==> src/rtl/maxnet_pkg.sv <==
// Shared types and constants for the Maxnet controller.
//   state_t   : controller FSM states
//   ERR_*     : error codes reported on o_error
//   strobe_t  : datapath control strobe bundle
//   strobes_for() : Moore strobe decode for a state
package maxnet_pkg;

    typedef enum logic [3:0] {
        IDLE = 4'd0,
        LOAD = 4'd1,
        CLR  = 4'd2,
        STRT = 4'd3,
        WAIT = 4'd4,
        CHK  = 4'd5,
        UPD  = 4'd6,
        FIN  = 4'd7,
        DONE = 4'd8,
        ERR  = 4'd9
    } state_t;

    localparam logic [1:0] ERR_NONE = 2'b00;
    localparam logic [1:0] ERR_OVF  = 2'b01;
    localparam logic [1:0] ERR_ITER = 2'b10;
    localparam logic [1:0] ERR_TMO  = 2'b11;

    typedef struct packed {
        logic rst_plu;
        logic eps_reg_we;
        logic we_a_reg;
        logic we_prim;
        logic mux_sel;
        logic start;
    } strobe_t;

    // Strobe pattern driven while the FSM sits in state s.
    function automatic strobe_t strobes_for(input state_t s);
        strobe_t st;
        st = '0;
        case (s)
            LOAD: begin
                st.eps_reg_we = 1'b1;
                st.we_a_reg   = 1'b1;
                st.we_prim    = 1'b1;
                st.mux_sel    = 1'b1;
            end
            CLR:  st.rst_plu  = 1'b1;
            STRT: st.start    = 1'b1;
            UPD:  st.we_a_reg = 1'b1;
            default: st = '0;
        endcase
        return st;
    endfunction

endpackage

==> src/rtl/maxnet_watchdog.sv <==
// Loadable up-counter bounding the wait for plu_done / finish.
//   i_clk, i_rst_n : clock, async active-low reset
//   i_load         : load i_load_val (wins over i_en)
//   i_load_val     : value loaded on i_load
//   i_en           : count one cycle (saturating)
//   o_expired_c    : combinational; high while enabled on the cycle whose
//                    increment makes the count reach LIMIT
module maxnet_watchdog #(
    parameter int unsigned LIMIT = 255,
    parameter int unsigned CNT_W = $clog2(LIMIT + 1)
) (
    input  logic             i_clk,
    input  logic             i_rst_n,
    input  logic             i_load,
    input  logic [CNT_W-1:0] i_load_val,
    input  logic             i_en,
    output logic             o_expired_c
);

    logic [CNT_W-1:0] r_count;

    // Counter register; saturates instead of wrapping.
    always_ff @(posedge i_clk or negedge i_rst_n) begin
        if (!i_rst_n) begin
            r_count <= '0;
        end else if (i_load) begin
            r_count <= i_load_val;
        end else if (i_en && (r_count != {CNT_W{1'b1}})) begin
            r_count <= r_count + CNT_W'(1);
        end
    end

    assign o_expired_c = i_en && (r_count >= CNT_W'(LIMIT - 1));

endmodule

==> src/rtl/maxnet_controller.sv <==
// Sequencer for the four-neuron Maxnet datapath: load, iterate until the
// PLU outputs stop changing, then wait for the output check.
//   i_clk, i_rst_n   : clock, async active-low reset
//   i_go             : start request (IDLE only)
//   i_abort          : abort the current run with ERR_TMO
//   i_plu_done, i_loop, i_overflow, i_finish : datapath status
//   o_rst_plu, o_eps_reg_we, o_we_a_reg, o_we_prim, o_mux_sel, o_start :
//                      registered datapath strobes
//   o_busy           : not IDLE
//   o_done           : one-cycle end-of-run pulse (DONE or ERR)
//   o_error          : result code, held until the next go
//   o_iter_count     : completed update iterations (saturating)
// ITER_W must satisfy 2**ITER_W > MAX_ITER.
module maxnet_controller
    import maxnet_pkg::*;
#(
    parameter int unsigned MAX_ITER    = 64,
    parameter int unsigned ITER_W      = 8,
    parameter int unsigned PLU_TIMEOUT = 255
) (
    input  logic              i_clk,
    input  logic              i_rst_n,
    input  logic              i_go,
    input  logic              i_abort,
    input  logic              i_plu_done,
    input  logic              i_loop,
    input  logic              i_overflow,
    input  logic              i_finish,
    output logic              o_rst_plu,
    output logic              o_eps_reg_we,
    output logic              o_we_a_reg,
    output logic              o_we_prim,
    output logic              o_mux_sel,
    output logic              o_start,
    output logic              o_busy,
    output logic              o_done,
    output logic [1:0]        o_error,
    output logic [ITER_W-1:0] o_iter_count
);

    localparam int unsigned WD_W = $clog2(PLU_TIMEOUT + 1);

    state_t             r_state,  w_state_nxt;
    strobe_t            r_strb,   w_strb_nxt;
    logic               r_busy,   w_busy_nxt;
    logic               r_done,   w_done_nxt;
    logic [1:0]         r_error,  w_error_nxt;
    logic [ITER_W-1:0]  r_iter,   w_iter_nxt;

    logic               w_wd_load;
    logic [WD_W-1:0]    w_wd_load_val;
    logic               w_wd_en;
    logic               w_wd_expired;

    maxnet_watchdog #(
        .LIMIT (PLU_TIMEOUT),
        .CNT_W (WD_W)
    ) u_watchdog (
        .i_clk       (i_clk),
        .i_rst_n     (i_rst_n),
        .i_load      (w_wd_load),
        .i_load_val  (w_wd_load_val),
        .i_en        (w_wd_en),
        .o_expired_c (w_wd_expired)
    );

    // State and registered Moore outputs.
    always_ff @(posedge i_clk or negedge i_rst_n) begin
        if (!i_rst_n) begin
            r_state <= IDLE;
            r_strb  <= '0;
            r_busy  <= 1'b0;
            r_done  <= 1'b0;
            r_error <= ERR_NONE;
            r_iter  <= '0;
        end else begin
            r_state <= w_state_nxt;
            r_strb  <= w_strb_nxt;
            r_busy  <= w_busy_nxt;
            r_done  <= w_done_nxt;
            r_error <= w_error_nxt;
            r_iter  <= w_iter_nxt;
        end
    end

    // Next state, counters and watchdog control.
    always_comb begin
        w_state_nxt   = r_state;
        w_error_nxt   = r_error;
        w_iter_nxt    = r_iter;
        w_wd_load     = 1'b0;
        w_wd_load_val = '0;
        w_wd_en       = 1'b0;

        case (r_state)
            IDLE: begin
                w_wd_load = 1'b1;
                if (i_go) begin
                    w_state_nxt = LOAD;
                    w_error_nxt = ERR_NONE;
                    w_iter_nxt  = '0;
                end
            end
            LOAD: w_state_nxt = CLR;
            CLR:  w_state_nxt = STRT;
            STRT: begin
                // The start cycle itself counts toward the PLU timeout.
                w_wd_load     = 1'b1;
                w_wd_load_val = WD_W'(1);
                w_state_nxt   = WAIT;
            end
            WAIT: begin
                w_wd_en = 1'b1;
                if (i_plu_done) begin
                    w_state_nxt = CHK;
                end else if (w_wd_expired) begin
                    w_state_nxt = ERR;
                    w_error_nxt = ERR_TMO;
                end
            end
            CHK: begin
                // Restart the watchdog so FIN gets a fresh budget.
                w_wd_load = 1'b1;
                if (i_overflow) begin
                    w_state_nxt = ERR;
                    w_error_nxt = ERR_OVF;
                end else if (i_loop) begin
                    w_state_nxt = FIN;
                end else if (r_iter == ITER_W'(MAX_ITER)) begin
                    w_state_nxt = ERR;
                    w_error_nxt = ERR_ITER;
                end else begin
                    w_state_nxt = UPD;
                end
            end
            UPD: begin
                if (r_iter != {ITER_W{1'b1}}) begin
                    w_iter_nxt = r_iter + ITER_W'(1);
                end
                w_state_nxt = CLR;
            end
            FIN: begin
                w_wd_en = 1'b1;
                if (i_finish) begin
                    w_state_nxt = DONE;
                end else if (w_wd_expired) begin
                    w_state_nxt = ERR;
                    w_error_nxt = ERR_TMO;
                end
            end
            DONE:    w_state_nxt = IDLE;
            ERR:     w_state_nxt = IDLE;
            default: w_state_nxt = IDLE;
        endcase

        // Abort overrides everything; an aborted UPD does not count.
        // ERR is already reporting, so it always returns to IDLE.
        if (i_abort && (r_state != IDLE) && (r_state != ERR)) begin
            w_state_nxt = ERR;
            w_error_nxt = ERR_TMO;
            w_iter_nxt  = r_iter;
        end
    end

    // Output decode from the next state, so outputs align with r_state.
    always_comb begin
        w_strb_nxt = strobes_for(w_state_nxt);
        w_busy_nxt = (w_state_nxt != IDLE);
        w_done_nxt = (w_state_nxt == DONE) || (w_state_nxt == ERR);
    end

    assign o_rst_plu    = r_strb.rst_plu;
    assign o_eps_reg_we = r_strb.eps_reg_we;
    assign o_we_a_reg   = r_strb.we_a_reg;
    assign o_we_prim    = r_strb.we_prim;
    assign o_mux_sel    = r_strb.mux_sel;
    assign o_start      = r_strb.start;
    assign o_busy       = r_busy;
    assign o_done       = r_done;
    assign o_error      = r_error;
    assign o_iter_count = r_iter;

endmodule

==> config.mk <==
export PLATFORM = sky130hd
export DESIGN_NAME = maxnet_controller
export DESIGN_NICKNAME = d
export VERILOG_FILES = /design/src/rtl/maxnet_pkg.sv /design/src/rtl/maxnet_watchdog.sv /design/src/rtl/maxnet_controller.sv
export SDC_FILE = /design/constraint.sdc
export NUM_CORES = 1
export LEC_CHECK = 0
export ABC_AREA = 0
export BUFFER_PORTS_ARGS = -buffer_cell sky130_fd_sc_hd__buf_2
export CORE_MARGIN = 3
export CORE_UTILIZATION = 45
export DETAILED_ROUTE_END_ITERATION = 10
export GPL_TIMING_DRIVEN = 0
export MAX_ROUTING_LAYER = met4
export SYNTH_ARGS = -nofsm -noshare
export SYNTH_HDL_FRONTEND = slang
export SYNTH_HIERARCHICAL = 1
export SYNTH_SLANG_ARGS = --single-unit
export TNS_END_PERCENT = 10
==> constraint.sdc <==
create_clock -name i_clk -period 4.7 [get_ports i_clk]
set_clock_uncertainty 0.2 [all_clocks]
set_input_delay 0.94 -clock i_clk [delete_from_list [all_inputs] [get_ports i_clk]]
set_output_delay 0.94 -clock i_clk [all_outputs]
set_load 0.05 [all_outputs]
==> results by group <==
Finish
  – Area growth from synthesis to layout: 14.5%
  – Antenna diodes: 0
  – Filler instances: 399
  – Finished Core Util: 54.3%
  – Final net count: 261
  – Share of post-route cells with drive strength above 1: 21.0%

Worst setup path
  – WP data required: 4.66 ns
  – CP max stage delay: 0.70 ns
  – Critical Path AT: 3.51 ns
  – CP max stage cell: nor3_1
  – Critical Path, Cell by Cell: buf_2, or2_4, a21oi_1, buf_2, o211ai_1, nor3_1, o21a_1, o32ai_1, o311a_4, nand2b_4, or3_1
  – Most used cell, CP: buf_2
  – Buf/Inv on CP: 2
  – Worst-path maximum fanout: 10
  – Crit end category: register
  – CP Launch Type: register
  – Critical path class: register to register
  – Cell family with most CP delay: simple AND/OR/NAND/NOR gates

Routing
  – Overall routed net length: 4.37 mm
  – DR WL/cell: 14.7 um
  – DR iter-0 viols: 73
  – DRT antenna net count: 0
  – Avg Vias per Cell: 5.70
  – Residual DRC: 0
  – First drt pass iteration count: 4
  – Via count: 1,699

Pwr
  – Sw power: 0.000623 W
  – Pwr per Cell Area: 600 nW/um^2
  – Gate power share: 55.9%
  – Leak: 0.969 nW
  – Peak VDD IR: 0.248 mV
  – Reg power frac: 29.5%
  – Internal Power: 0.000709 W
  – Sw Ratio: 46.8%
  – Clock Power Share: 14.6%

Floorplanning
  – Die height: 71.6 um
  – Die Width: 71.6 um
  – Core ar.: 4090 um^2
  – Site row count: 23
  – Initial Utilization: 47.4%
  – IO Count: 26
  – Die footprint: 5130 um^2

Timing
  – Fmax: 282 MHz
  – Final Cycle Share: 75.5%
  – RSZ-0062 raised after global routing: no
  – Final setup viols: 0
  – Final Max Slew Viols: 0
  – Hold_ws: 0.382 ns
  – Fin. Hold Viols: 0
  – Final Critical Period: 3.55 ns
  – Slew margin rel.: 42.8%
  – Total Neg Setup Slack: 0 ns
  – Slew at the pin closest to its max-slew limit: 0.852 ns

Clock network
  – Setup Buffers After CTS: 0
  – CTS Hold Bufs: 0
  – Cts repair resizes: 0
  – Clock H-tree levels: 1
  – Clock buffer count from CTS: 3
  – Clock Latency Late Sink: 0.28 ns
  – CTS Sinks: 28
  – TritonCTS clock tree: done
  – Deepest clock path buffer count: 2
  – Root buffer cell: clkbuf_8
  – Clock slew at reported path FFs: 0.10 ns

Logic synthesis
  – Netlist cell types: 65
  – Post-synth EDFFs: 0
  – Syn_area_per_cell: 9.10 um^2
  – Post-Synthesis Cell Area: 1940 um^2
  – Synthesized instance count: 213
  – Yosys warns: 6
  – Ys async rst share: 100%
  – Synth Flop Type: dfrtp_1
  – Seq cells post-synth: 28
  – Sequential cell area fraction in the yosys report: 36.2%

Worst hold path
  – Worst min path class: register to register

Flow run
  – Max Cap Violations: 0

Global routing
  – Antenna violations before repair: 0
  – Largest net degree at the start of global routing: 29
  – First-pass GRT wire length: 7.67 mm
  – Total grt overflow: 0
  – Vias in the first global route: 1,618
  – Gr usage total: 18.9%

Placement
  – Gpl congestion: 0.879
  – Input/output buffers: 25
  – DPL Wire Length: 3.30 mm

Outcome
  – Status: completed
## power groups by stage
| stage | registers [W] | clock network [W] | logic, W |
|---|---|---|---|
| after floorplan | 0.000481 | 0 | 0.000496 |
| after global placement | 0.000398 | 0 | 0.000741 |
| after detailed placement | 0.000398 | 0 | 0.000745 |
| after CTS | 0.000393 | 0.000201 | 0.000749 |
| after global routing | 0.000412 | 0.000207 | 0.000820 |
| final | 0.000393 | 0.000194 | 0.000745 |
## final timing paths
| path | endpoint | depth (start not counted) | slack (ns) | start |
|---|---|---|---|---|
| max | o_busy | 11 | 1.15 | r_state[1] |
| min reg2reg | o_error[1] | 2 | 0.38 | o_error[1] |
| min in group asynchronous | o_error[0] | 1 | 0.47 | i_rst_n |
| max reg2reg | o_busy | 11 | 1.15 | r_state[1] |
| max in group asynchronous | u_watchdog/r_count[7] | 1 | 3.41 | i_rst_n |
| min | o_error[1] | 2 | 0.38 | o_error[1] |
## kinds of logic after synthesis
family                     count (synthesis)  share of synthesized area, %
AOI/OAI and AO/OA                         58                          24.1
xor gates and xnor gates                   5                          2.26
adders and majority gates                  4                          2.58
buffers and inverters                     25                          6.46
DFF                                       28                          36.2
other                                      1                         0.193
and+or+nand+nor                           92                          28.2
## cells in the mapped netlist, drive strengths merged (2+ instances only)
library cell  number  area share, %
dfrtp             28             36
nor2              19            3.7
nand2             15            2.9
inv               11            2.1
a21oi             10            2.6
buf               10            3.6
o21ai              8            2.1
nand3              7            2.1
nand4              7            2.3
nor3               6            1.8
a211oi             5            2.2
nand3b             5            1.9
xor2               5            2.3
and3               4            1.4
ha                 4            2.6
o211ai             4            1.5
o21a               4            1.5
o31ai              4            1.5
a2111oi            3            2.3
and4               3            1.4
clkbuf             3           0.58
nand2b             3            1.4
nor4b              3            1.4
o311a              3            2.7
or2                3            1.1
or4                3            1.4
a221o              2            1.0
a22o               2           0.90
a31oi              2           0.65
nor2b              2           0.65
nor3b              2           0.77
o21bai             2           0.77
or3                2           0.65
or3b               2           0.90
## layer usage
metal  GRT usage [%]  up-vias  part of all wire [%]
li1                -      865                     -
met1            25.2      804                    48
met2            30.0       26                    48
met3            2.81        4                   3.1
met4            4.80        0                  0.92
met5               -        -                     0
## cell type report
cell class | instances | area [um^2] | area share, %
Buffer | 13 | 80.1 | 3.61
Clock buffer | 3 | 41.3 | 1.86
Clock inverter | 1 | 30.0 | 1.35
Inverter | 12 | 45.0 | 2.03
Multi-Input combinational cell | 166 | 1130 | 51.1
Sequential cell | 28 | 701 | 31.6
Tap cell | 50 | 62.6 | 2.82
Timing Repair Buffer | 25 | 125 | 5.64
## worst min-delay path, cell delays in order (launching register included)
cell	delay (ns)
dfrtp_1	0.40
nor2_1	0.10
a211oi_1	0.05
## metrics by stage
step / instance area (um^2) / power [W] / std cells / setup slack (ns)
floorplan: 1960 / 0.000978 / 219 / 1.64
global placement: 2150 / 0.00114 / 294 / 1.22
detailed placement: 2150 / 0.00114 / 294 / 1.20
CTS: 2220 / 0.00134 / 298 / 1.17
global route: 2220 / 0.00144 / 298 / 0.930
finish: 2220 / 0.00133 / 298 / 1.15
## cell usage in the layout, fill, tap and decap left out, drive strengths merged, types with 4 or more instances in the layout
master	count
buf	35
dfrtp	28
nor2	19
nand2	15
inv	11
a21oi	10
o21ai	8
nand4	7
conb	7
nand3	7
nor3	6
clkbuf	6
nand3b	5
xor2	5
a211oi	5
o21a	4
o31ai	4
ha	4
o211ai	4
and3	4
No activity file was read; power rests on OpenSTA's default activity.
